## src/rtl/lcd_bus_arbiter.sv

```systemverilog
// lcd_bus_arbiter: round-robin, message-locked sharing of one Avalon-MM LCD slave between two instruction streams
module lcd_bus_arbiter #(
  parameter int GAP_CYCLES = 4
) (
  input  logic       clk,
  input  logic       reset_n,
  input  logic       req0_valid,
  input  logic [8:0] req0_instr,
  input  logic       req0_last,
  output logic       req0_ready,
  input  logic       req1_valid,
  input  logic [8:0] req1_instr,
  input  logic       req1_last,
  output logic       req1_ready,
  output logic       address,
  output logic       chipselect,
  output logic       byteenable,
  output logic       read,
  output logic       write,
  output logic [7:0] writedata,
  input  logic       waitrequest,
  input  logic [7:0] readdata,
  input  logic [1:0] response,
  output logic [1:0] grant,
  output logic       busy,
  output logic [7:0] err_count
);
  typedef enum logic [1:0] {IDLE, WRITE, GAP} state_t;
  state_t state;
  logic [8:0] hold;
  logic [7:0] gap_cnt;
  logic hold_last, lock, last_gnt, sel, open, accept, sel_last;
  logic unused_rd;
  assign unused_rd = ^readdata;
  // while locked only the current owner may be picked; otherwise the one not served last wins a tie
  assign sel = lock ? grant[1] : (req0_valid & req1_valid) ? ~last_gnt : req1_valid;
  assign sel_last = sel ? req1_last : req0_last;
  assign open = reset_n & (state == IDLE);
  assign req0_ready = open & ~sel & req0_valid;
  assign req1_ready = open & sel & req1_valid;
  assign accept = req0_ready | req1_ready;
  assign write = state == WRITE;
  assign chipselect = write;
  assign address = hold[8];
  assign writedata = write ? hold[7:0] : '0;
  assign byteenable = 1'b1;
  assign read = 1'b0;
  assign busy = (state != IDLE) | lock;
  always_ff @(posedge clk or negedge reset_n)
    if (!reset_n) begin
      state <= IDLE;
      hold <= '0;
      hold_last <= 1'b0;
      lock <= 1'b0;
      last_gnt <= 1'b1;
      grant <= '0;
      gap_cnt <= '0;
      err_count <= '0;
    end else begin
      case (state)
        IDLE: if (accept) begin
          hold <= sel ? req1_instr : req0_instr;
          hold_last <= sel_last;
          lock <= lock | ~sel_last;
          grant <= sel ? 2'b10 : 2'b01;
          state <= WRITE;
        end
        WRITE: if (!waitrequest) begin
          if (response != 2'b00 && err_count != '1) err_count <= err_count + 8'd1;
          if (hold_last) begin
            lock <= 1'b0;
            grant <= '0;
            last_gnt <= grant[1];
          end
          gap_cnt <= 8'(GAP_CYCLES - 1);
          state <= (GAP_CYCLES == 0) ? IDLE : GAP;
        end
        GAP: begin
          gap_cnt <= gap_cnt - 8'd1;
          if (gap_cnt == '0) state <= IDLE;
        end
        default: state <= IDLE;
      endcase
    end
endmodule

```

## config.mk

```make
export PLATFORM = sky130hd
export DESIGN_NAME = lcd_bus_arbiter
export DESIGN_NICKNAME = d
export VERILOG_FILES = /design/src/rtl/lcd_bus_arbiter.sv
export SDC_FILE = /design/constraint.sdc
export NUM_CORES = 1
export LEC_CHECK = 0
export ABC_AREA = 1
export CAP_MARGIN = 20
export CORE_MARGIN = 10
export CORE_UTILIZATION = 45
export CTS_BUF_LIST = sky130_fd_sc_hd__clkbuf_8
export DETAILED_ROUTE_END_ITERATION = 10
export GPL_TIMING_DRIVEN = 0
export PLACE_DENSITY = 0.79
export REMOVE_ABC_BUFFERS = 1
export SETUP_SLACK_MARGIN = 0.1
export SLEW_MARGIN = 0
export SYNTH_ARGS = -nofsm -noshare
export SYNTH_HDL_FRONTEND = slang
export SYNTH_SLANG_ARGS = --single-unit
```

## constraint.sdc

```tcl
create_clock -name clk -period 1.8 [get_ports clk]
set_clock_uncertainty 0.15 [all_clocks]
set_input_delay 0.18 -clock clk [delete_from_list [all_inputs] [get_ports clk]]
set_output_delay 0.18 -clock clk [all_outputs]
set_load 0.01 [all_outputs]
```

== Word level (Yosys, flattened, before mapping) ==
Cells that the tools add are included.

* Flip-flop bits (word level): 32
* Bits in read-only memories: 0
* Output and inout bits: 26
* Memory bits (writable): 0
* Memories: 0
* Input bits: 35
* Bits in latches: 0

* Multipliers: 0
* Multiplexer cells: 20
* Bitwise operators: 13
* Shift operators: 0
* Reductions and logical operators: 13
* Equal/unequal tests: 7
* Add/subtract/negate cells: 2
* Magnitude comparators: 0
* Div/mod/pow operators: 0

{| class="wikitable"
|+ Operators with widths
! cell !! number
|-
| 8-bit 2-to-1 mux || 2
|-
| 8-bit case mux with 2 select lines || 1
|-
| 2-bit 2-to-1 mux || 7
|-
| 9-bit 2-to-1 mux || 1
|-
| 3-bit AND reduction || 3
|-
| 8-bit by 1-bit adder with 8-bit output (second input constant) || 1
|-
| 8-bit zero test || 1
|-
| 8-bit inequality test (second input constant) || 1
|-
| 2-bit nonzero test || 4
|-
| 8-bit by 1-bit subtractor with 8-bit output (second input constant) || 1
|-
| 1-bit bitwise AND || 6
|-
| 1-bit 2-to-1 mux || 6
|-
| 2-bit inequality test (second input constant) || 3
|-
| 2-bit case mux with 3 select lines || 1
|-
| 1-bit inverter || 4
|-
| 2-bit case mux with 2 select lines || 1
|-
| 2-bit AND reduction || 2
|-
| 4-bit AND reduction || 1
|-
| 1-bit bitwise OR || 3
|-
| 2-bit by 1-bit == test with 1-bit output (second input constant) || 1
|-
| 2-bit == test (second input constant) || 1
|-
| 2-bit zero test || 1
|-
| 2-bit by 1-bit inequality test with 1-bit output (second input constant) || 1
|-
| 1-bit case mux with 2 select lines || 1
|-
| 1-bit logical AND || 1
|}

== Logic depth before layout (Yosys ltp) ==
Gate-level depths: netlist of run 1.

* Word-level depth: 9
* Depth in mapped cells: 9
* Gate-level depth less buffers: 8

== Worst setup path after synthesis of run 1 ==
Ideal clock, no wire load.

* Path type: flip-flop to flip-flop
* From: register err_count[0]
* To: register err_count[4]
* Cell stages (with the launch flop): 7
* Data arrival time: 1.272 ns
* Required time: 1.524 ns
* Path buffers: 1
* Slack: 0.252 ns
* Cell sequence: dfrtp_1 > ha_1 > nand4_1 > nor2_1 > nor2_1 > buf_2 > o21ai_0

* Cells in the longest elaborated chain, start to end: 3

{| class="wikitable"
|+ Ends and longest elaborated chain
! item !! line !! source
|-
| start: declaration || 26 || <nowiki>output logic [7:0] err_count</nowiki>
|-
| start signal: assignment || 69 || <nowiki>if (response != 2'b00 && err_count != '1) err_count <= err_count + 8'd1;</nowiki>
|-
| parallel branches: the longest is 3 deep, another holds 8-bit by 1-bit adder with 8-bit output || - ||
|}

Parallel ways; which one is timed is not known.
A chain may end at the register's enable or synchronous reset.

== Worst setup path after layout of run 1 ==
* From: register last_gnt
* To: output req0_ready

* Cells in the longest elaborated chain, start to end: 6

{| class="wikitable"
|+ Ends and longest elaborated chain
! item !! line !! source
|-
| start: declaration || 32 || <nowiki>logic hold_last, lock, last_gnt, sel, open, accept, sel_last;</nowiki>
|-
| start signal: assignment || 73 || <nowiki>last_gnt <= grant[1];</nowiki>
|-
| 1-bit inverter || 36 || <nowiki>assign sel = lock ? grant[1] : (req0_valid & req1_valid) ? ~last_gnt : req1_valid;</nowiki>
|-
| 1-bit 2-to-1 mux (2 in series) || 36 ||
|-
| 1-bit inverter || 39 || <nowiki>assign req0_ready = open & ~sel & req0_valid;</nowiki>
|-
| 1-bit bitwise AND (2 in series) || 39 ||
|-
| end: declaration || 10 || <nowiki>output logic req0_ready,</nowiki>
|}

Every way passes these cells.

==> impl_metrics.yaml, run 1 <==
timing:
  min_period_ps: 1707
  hold_ws_ps: 233.5
  timing.final.crit_share_pct: 94.85
  hold_viol_final: 0
  clock.fmax_mhz: 585.7
  drv_slew: 0
  grt_setup_unrepaired: "true"
  fin_ws_ps: 92.63
  finalSetupViolations: 0
  tns_ps: 0
floorplan:
  die_w_um: 82.86
  die_y_um: 82.86
  placementRows: 22
  io_pins: 61
  dieArea_um2: 6865
  core_area_um2: 3744
  initial_core_util_pct: 47.49
logic_synthesis:
  syn_area_per_cell_um2: 7.502
  synth_fa_ha_area_share_pct: 2.111
  synth_xor_area_share_pct: 2.463
  yosysWarnings: 0
  ys_seq_elements: 32
  synthMuxAreaShare_pct: 0
  synth_top_family_by_area: "simple AND/OR/NAND/NOR gates"
  synth_cells: 237
  netlist_area_um2: 1778
  synth_compound_area_share_pct: 8.726
  synth.distinct_cells: 25
  seq_area_frac_synth_pct: 45.11
  synthSimpleGateAreaFrac_pct: 31.18
global_routing:
  grt_pass1_wl_um: 7472
  antenna_found_initial: 0
  overflow: 0
  grtUsageTotal_pct: 12.74
  grt_pass1_vias: 1585
  grt_max_degree: 32
clocking:
  cts_root_buf: "clkbuf_8"
  insertion_delay_ps: 280
  clk_pin_slew_worst_paths_ps: 60
  clkSinkCount: 32
  cts_buffers: 5
  cts.path.max_buffers: 2
  tritoncts: "built"
  htree_levels: 2
detailed_routing:
  wl_per_cell_um: 12.94
  drt_iter0_markers: 51
  final_antenna_net_count: 0
  viasPerCell: 4.799
  drc: 0
  drt-total-wl_um: 4516
  vias: 1675
  dr.pass1.iters: 4
setup_path:
  setup.worst_path.end_class: "primary output"
  arrival_ps: 1380
  crit_fanout: 5
  worstPathRequired_ps: 1470
  path_class: "register to primary output"
  crit_family: "flip-flops"
  cp-start-kind: "register"
  path_buf_inv: 2
  worst_path_max_delay_cell: "dfstp_2"
  crit_chain: "nand2_2 -> a21oi_4 -> nand2_4 -> inv_1 -> buf_2"
  cp_slowest_stage_delay_ps: 540
final_layout:
  multi_input_area_um2: 864.6
  diodes: 0
  seq_area_um2: 804.5
  layout_common_cells: "nand2_1 (70), clkdlybuf4s50_1 (36), inv_1 (34)"
  layout.nets: 338
  drive_above_1_share_pct: 15.28
  num-fill-cells: 331
  utilization_pct: 68.12
  final_common_cell: "nand2_1"
  area_delta_synth_final_pct: 43.42
placed_design:
  hpwl_um: 3161
  gp_congestion: 0.7891
  pre_cts_slack_ps: -450.3
  port_buffers: 50
min_path:
  hp-class: "input port to register"
power:
  leakage_uw: 0.001330
  powerDensity_nw_per_um2: 558.5
  ir_worst_vdd_mv: 0.3787
status:
  outcome: "finished, final reports clean"
run:
  cap_violations: 0
==> routing by layer <==
metal / wire, µm / GRT usage [%]
met1: 2052 / 16.16
met2: 2131 / 19.62
met3: 273 / 3.809
met4: 58 / 5.077
met5: 0 / 0
==> worst reg2reg max path: stages (launching register included) <==
cell and delay, ps:
dfrtp_1 420, inv_2 100, nand2_4 110, nor2_4 170, o21ai_0 120, nor2_2 190
buf_6 160, nand2_1 50, o21ai_0 70
==> synthesized netlist by cell type (all sizes together) <==
cell	number	area share, %
a21oi	4	1.8
buf	5	2.4
clkbuf	1	0.21
conb	2	0.42
dfrtp	31	44
dfstp	1	1.5
ha	3	2.1
inv	35	7.4
nand2	79	19
nand3	15	4.5
nand4	6	2.1
nor2	23	5.1
nor3	3	0.84
o21ai	24	7.0
xnor2	2	0.99
xor2	3	1.5
==> state kept, by name, indices dropped and copies added, names as in the netlist <==
signal     flops
last_gnt       1
grant          2
hold_last      1
gap_cnt        8
err_count      8
lock           1
hold           9
state          2
==> repair_timing <==
item | in CTS | in global routing
buffers inserted | 4 | 6
gates resized for setup | 36 | 16
hold buffers | 2 | 0
pin swaps | 4 | 7
endpoints found under the setup margin | 21 | 21
hold endpoints to repair | 31 | 0
==> where the power goes <==
part | total [µW] | switching [µW] | internal (µW) | leakage, µW
sequential | 732 | 6.48 | 725 | 0.000356
combinational | 146 | 63.2 | 82.4 | 0.000920
clock | 547 | 247 | 300 | 0.0000538
==> path summary, 6_finish.rpt <==
kind | depth (start not counted) | to | slack, ps | start
max in group asynchronous | 3 | lock | 890 | reset_n
worst min register to register | 2 | last_gnt | 350 | last_gnt
worst max register to register | 8 | err_count[1] | 200 | state[1]
worst max-delay path | 5 | req0_ready | 90 | last_gnt
worst min-delay path | 5 | grant[1] | 230 | reset_n
min in group asynchronous | 2 | last_gnt | 410 | reset_n
==> metrics by stage <==
step | cell area, µm² | std cells | total power (µW)
after floorplan | 1732 | 231 | 783.9
after global placement | 2292 | 329 | 873.6
after detailed placement | 2287 | 329 | 873.6
after CTS | 2481 | 343 | 1440
after global routing | 2550 | 349 | 1481
final | 2550 | 349 | 1424
==> cell type report <==
| type | count | share of cell area, % |
|---|---|---|
| inverters | 35 | 5.250 |
| repair buffers | 62 | 23.41 |
| flip-flops and latches | 32 | 31.55 |
| clock inverters | 2 | 0.2944 |
| clock buffers | 6 | 3.238 |
| multi-input cells | 164 | 33.91 |
| well taps | 48 | 2.355 |
==> cells by family after synthesis <==
group,after synthesis
AO/OA/AOI/OAI,28
XOR/XNOR,5
adder cells (fa/ha/maj),3
buffers and inverters,41
flip-flops,32
other,2
AND/OR/NAND/NOR,126
No activity file was read; power rests on OpenSTA's default activity.
==> inputs of run 2 (changes only) <==
--- a/config.mk
+++ b/config.mk
@@ -15,7 +15,6 @@
 export PLACE_DENSITY = 0.79
 export REMOVE_ABC_BUFFERS = 1
 export SETUP_SLACK_MARGIN = 0.1
-export SLEW_MARGIN = 0
 export SYNTH_ARGS = -nofsm -noshare
 export SYNTH_HDL_FRONTEND = slang
 export SYNTH_SLANG_ARGS = --single-unit
==> results of run 2 <==
Same layout as run 1: the final DEF is identical, and so are final timing and power.
==> inputs of run 3 (changes only) <==
--- a/config.mk
+++ b/config.mk
@@ -7,7 +7,7 @@
 export LEC_CHECK = 0
 export ABC_AREA = 1
 export CAP_MARGIN = 20
-export CORE_MARGIN = 10
+export CORE_MARGIN = 5
 export CORE_UTILIZATION = 45
 export CTS_BUF_LIST = sky130_fd_sc_hd__clkbuf_8
 export DETAILED_ROUTE_END_ITERATION = 10
==> constraint.sdc (replaced) <==
create_clock -name clk -period 2.1 [get_ports clk]
set_clock_uncertainty 0.15 [all_clocks]
set_input_delay 0.21 -clock clk [delete_from_list [all_inputs] [get_ports clk]]
set_output_delay 0.21 -clock clk [all_outputs]
set_load 0.01 [all_outputs]
==> run 3 against run 2 <==
Clock power rose by 18%. Sequential power fell by 14%. Critical endpoint is now writedata[0]. Global-route usage rose by 4.5 points. Highest routed layer unchanged.
==> impl_metrics.yaml, run 3 (synthesis gave the netlist of run 1 again) <==
detailed_routing:
  vias: 1675
  final_antenna_net_count: 0
  drt-total-wl_um: 4341
  viasPerCell: 4.855
  drc: 0
  dr.pass1.iters: 4
  wl_per_cell_um: 12.58
  drt_iter0_markers: 86
global_routing:
  grtUsageTotal_pct: 17.28
  antenna_found_initial: 0
  grt_pass1_wl_um: 7107
  overflow: 0
  grt_pass1_vias: 1582
  grt_max_degree: 32
placed_design:
  pre_cts_slack_ps: -237.2
  port_buffers: 50
  dp_cells: 329
  hpwl_um: 3082
  gp_congestion: 0.8120
min_path:
  hp-class: "input port to async pin"
power:
  p_clk_share_pct: 46.3
  powerDensity_nw_per_um2: 550.4
  ir_worst_vdd_mv: 0.3631
  seq_power_share_pct: 44.8
  finalPower_uw: 1398
  p_sw_uw: 286.4
  swShare_pct: 20.49
  p_int_uw: 1111
  leakage_uw: 0.001482
  power_frac_comb_pct: 8.9
run:
  cap_violations: 0
final_layout:
  layout_common_cells: "nand2_1 (72), clkdlybuf4s50_1 (38), inv_1 (35)"
  top_register: "hold"
  layout.nets: 334
  top_regs: "hold (9), err_count (8), gap_cnt (8)"
  drive_above_1_share_pct: 12.46
  diodes: 0
  instances_no_fill: 345
  final_common_cell: "nand2_1"
  largest_reg_flops: 9
  area_delta_synth_final_pct: 42.86
clocking:
  clk_pin_slew_worst_paths_ps: 70
  cts_root_buf: "clkbuf_8"
  tritoncts: "built"
  insertion_delay_ps: 280
  clkSinkCount: 32
  htree_levels: 2
  cts_buffers: 5
  cts.path.max_buffers: 2
floorplan:
  die_w_um: 72.86
  placementRows: 22
  initial_core_util_pct: 47.49
  core_area_um2: 3744
  io_pins: 61
  die_y_um: 72.86
  dieArea_um2: 5308
setup_path:
  setup.worst_path.end_class: "primary output"
  cp_slowest_stage_delay_ps: 550
  cp-startpoint: "state[1]"
  worst_path_max_delay_cell: "clkdlybuf4s50_1"
  crit_chain: "inv_1 -> nand2_4 -> nor2_1 -> clkdlybuf4s50_1"
  worstPathRequired_ps: 1740
  crit_fanout: 11
  path_class: "register to primary output"
  crit_family: "buffers and inverters"
  path_buf_inv: 2
  cp-start-kind: "register"
  arrival_ps: 1550
  r2r-start: "state[1]"
timing:
  timing.final.crit_share_pct: 91.02
  tightest_slew_ps: 499.0
  finalSetupViolations: 0
  fin_ws_ps: 188.6
  hold_ws_ps: 301.9
  slew_headroom_pct: 66.61
  drv_slew: 0
  min_period_ps: 1911
  grt_setup_unrepaired: "false"
  clock.fmax_mhz: 523.2
  hold_viol_final: 0
status:
  outcome: "finished, final reports clean"
[run 3: cell count changes in the layout (fill, tap and decap cells not counted), moves of 3 or more]
cell | previous run | this run
dlygate4sd2_1 | 5 | 0
nor2_2 | 3 | 6
nor2_4 | 4 | 1
buf_4 | 10 | 7
clkdlybuf4s15_1 | 6 | 0
dlymetal6s2s_1 | 0 | 9
[run 3: final cells by class]
cell class | count | area (µm²)
Multi-Input combinational cell | 164 | 833.3
Inverter | 35 | 131.4
Sequential cell | 32 | 803.3
Tap cell | 48 | 60.06
Fill cell | 327 | 1204
Clock inverter | 1 | 30.03
Timing Repair Buffer | 58 | 585.6
Clock buffer | 7 | 96.34
[run 3: path summary, 6_finish.rpt]
| path | end | slack [ps] | cells after the start |
|---|---|---|---|
| worst max-delay path | writedata[0] | 190 | 4 |
| worst min-delay path | last_gnt | 300 | 2 |
| worst max register to register | err_count[7] | 430 | 8 |
| worst min register to register | gap_cnt[6] | 350 | 1 |
| max in group asynchronous | lock | 1320 | 3 |
| min in group clk | hold[8] | 350 | 3 |
[run 3: per-layer routing]
metal | global-route usage (%) | vias to the layer above | wire length, µm
li1 | - | 849 | -
met1 | 20.93 | 776 | 1833
met2 | 29.16 | 41 | 2165
met3 | 4.959 | 9 | 271
met4 | 6.148 | 0 | 70
met5 | 0 | - | 0
[run 3: per-stage QoR]
step | TNS, ps | util (%) | instance area, µm²
6_report | 0 | 67.85 | 2540
5_1_grt | 0 | 67.85 | 2540
4_1_cts | 0 | 67.05 | 2510
3_5_place_dp | -1304 | 61.10 | 2287
3_3_place_gp | -12530 | 61.23 | 2292
2_1_floorplan | 0 | - | 1732
[run 3: power groups by stage]
stage | Clock [µW] | Combinational (µW) | Sequential, µW
after global routing | 693 | 137 | 627
after CTS | 661 | 125 | 627
after detailed placement | 0 | 111 | 638
final | 647 | 124 | 627
after floorplan | 0 | 31.8 | 640
after global placement | 0 | 110 | 638
[run 3: what timing repair did]
item | in CTS | in global routing
hold endpoints to repair | 31 | 0
gates resized for setup | 13 | 15
endpoints found under the setup margin | 20 | 12
setup buffers | 5 | 1
pin swaps | 4 | 2
hold buffers | 2 | 0
[run 3: worst reg2reg max path: stages, from the launching register on]
cell and delay (ps):
dfrtp_1 380, inv_1 110, nand2_4 120, nor2_2 210, o21ai_0 150, nor2_2 180, buf_4 170, nand2_1 50
o21ai_0 70
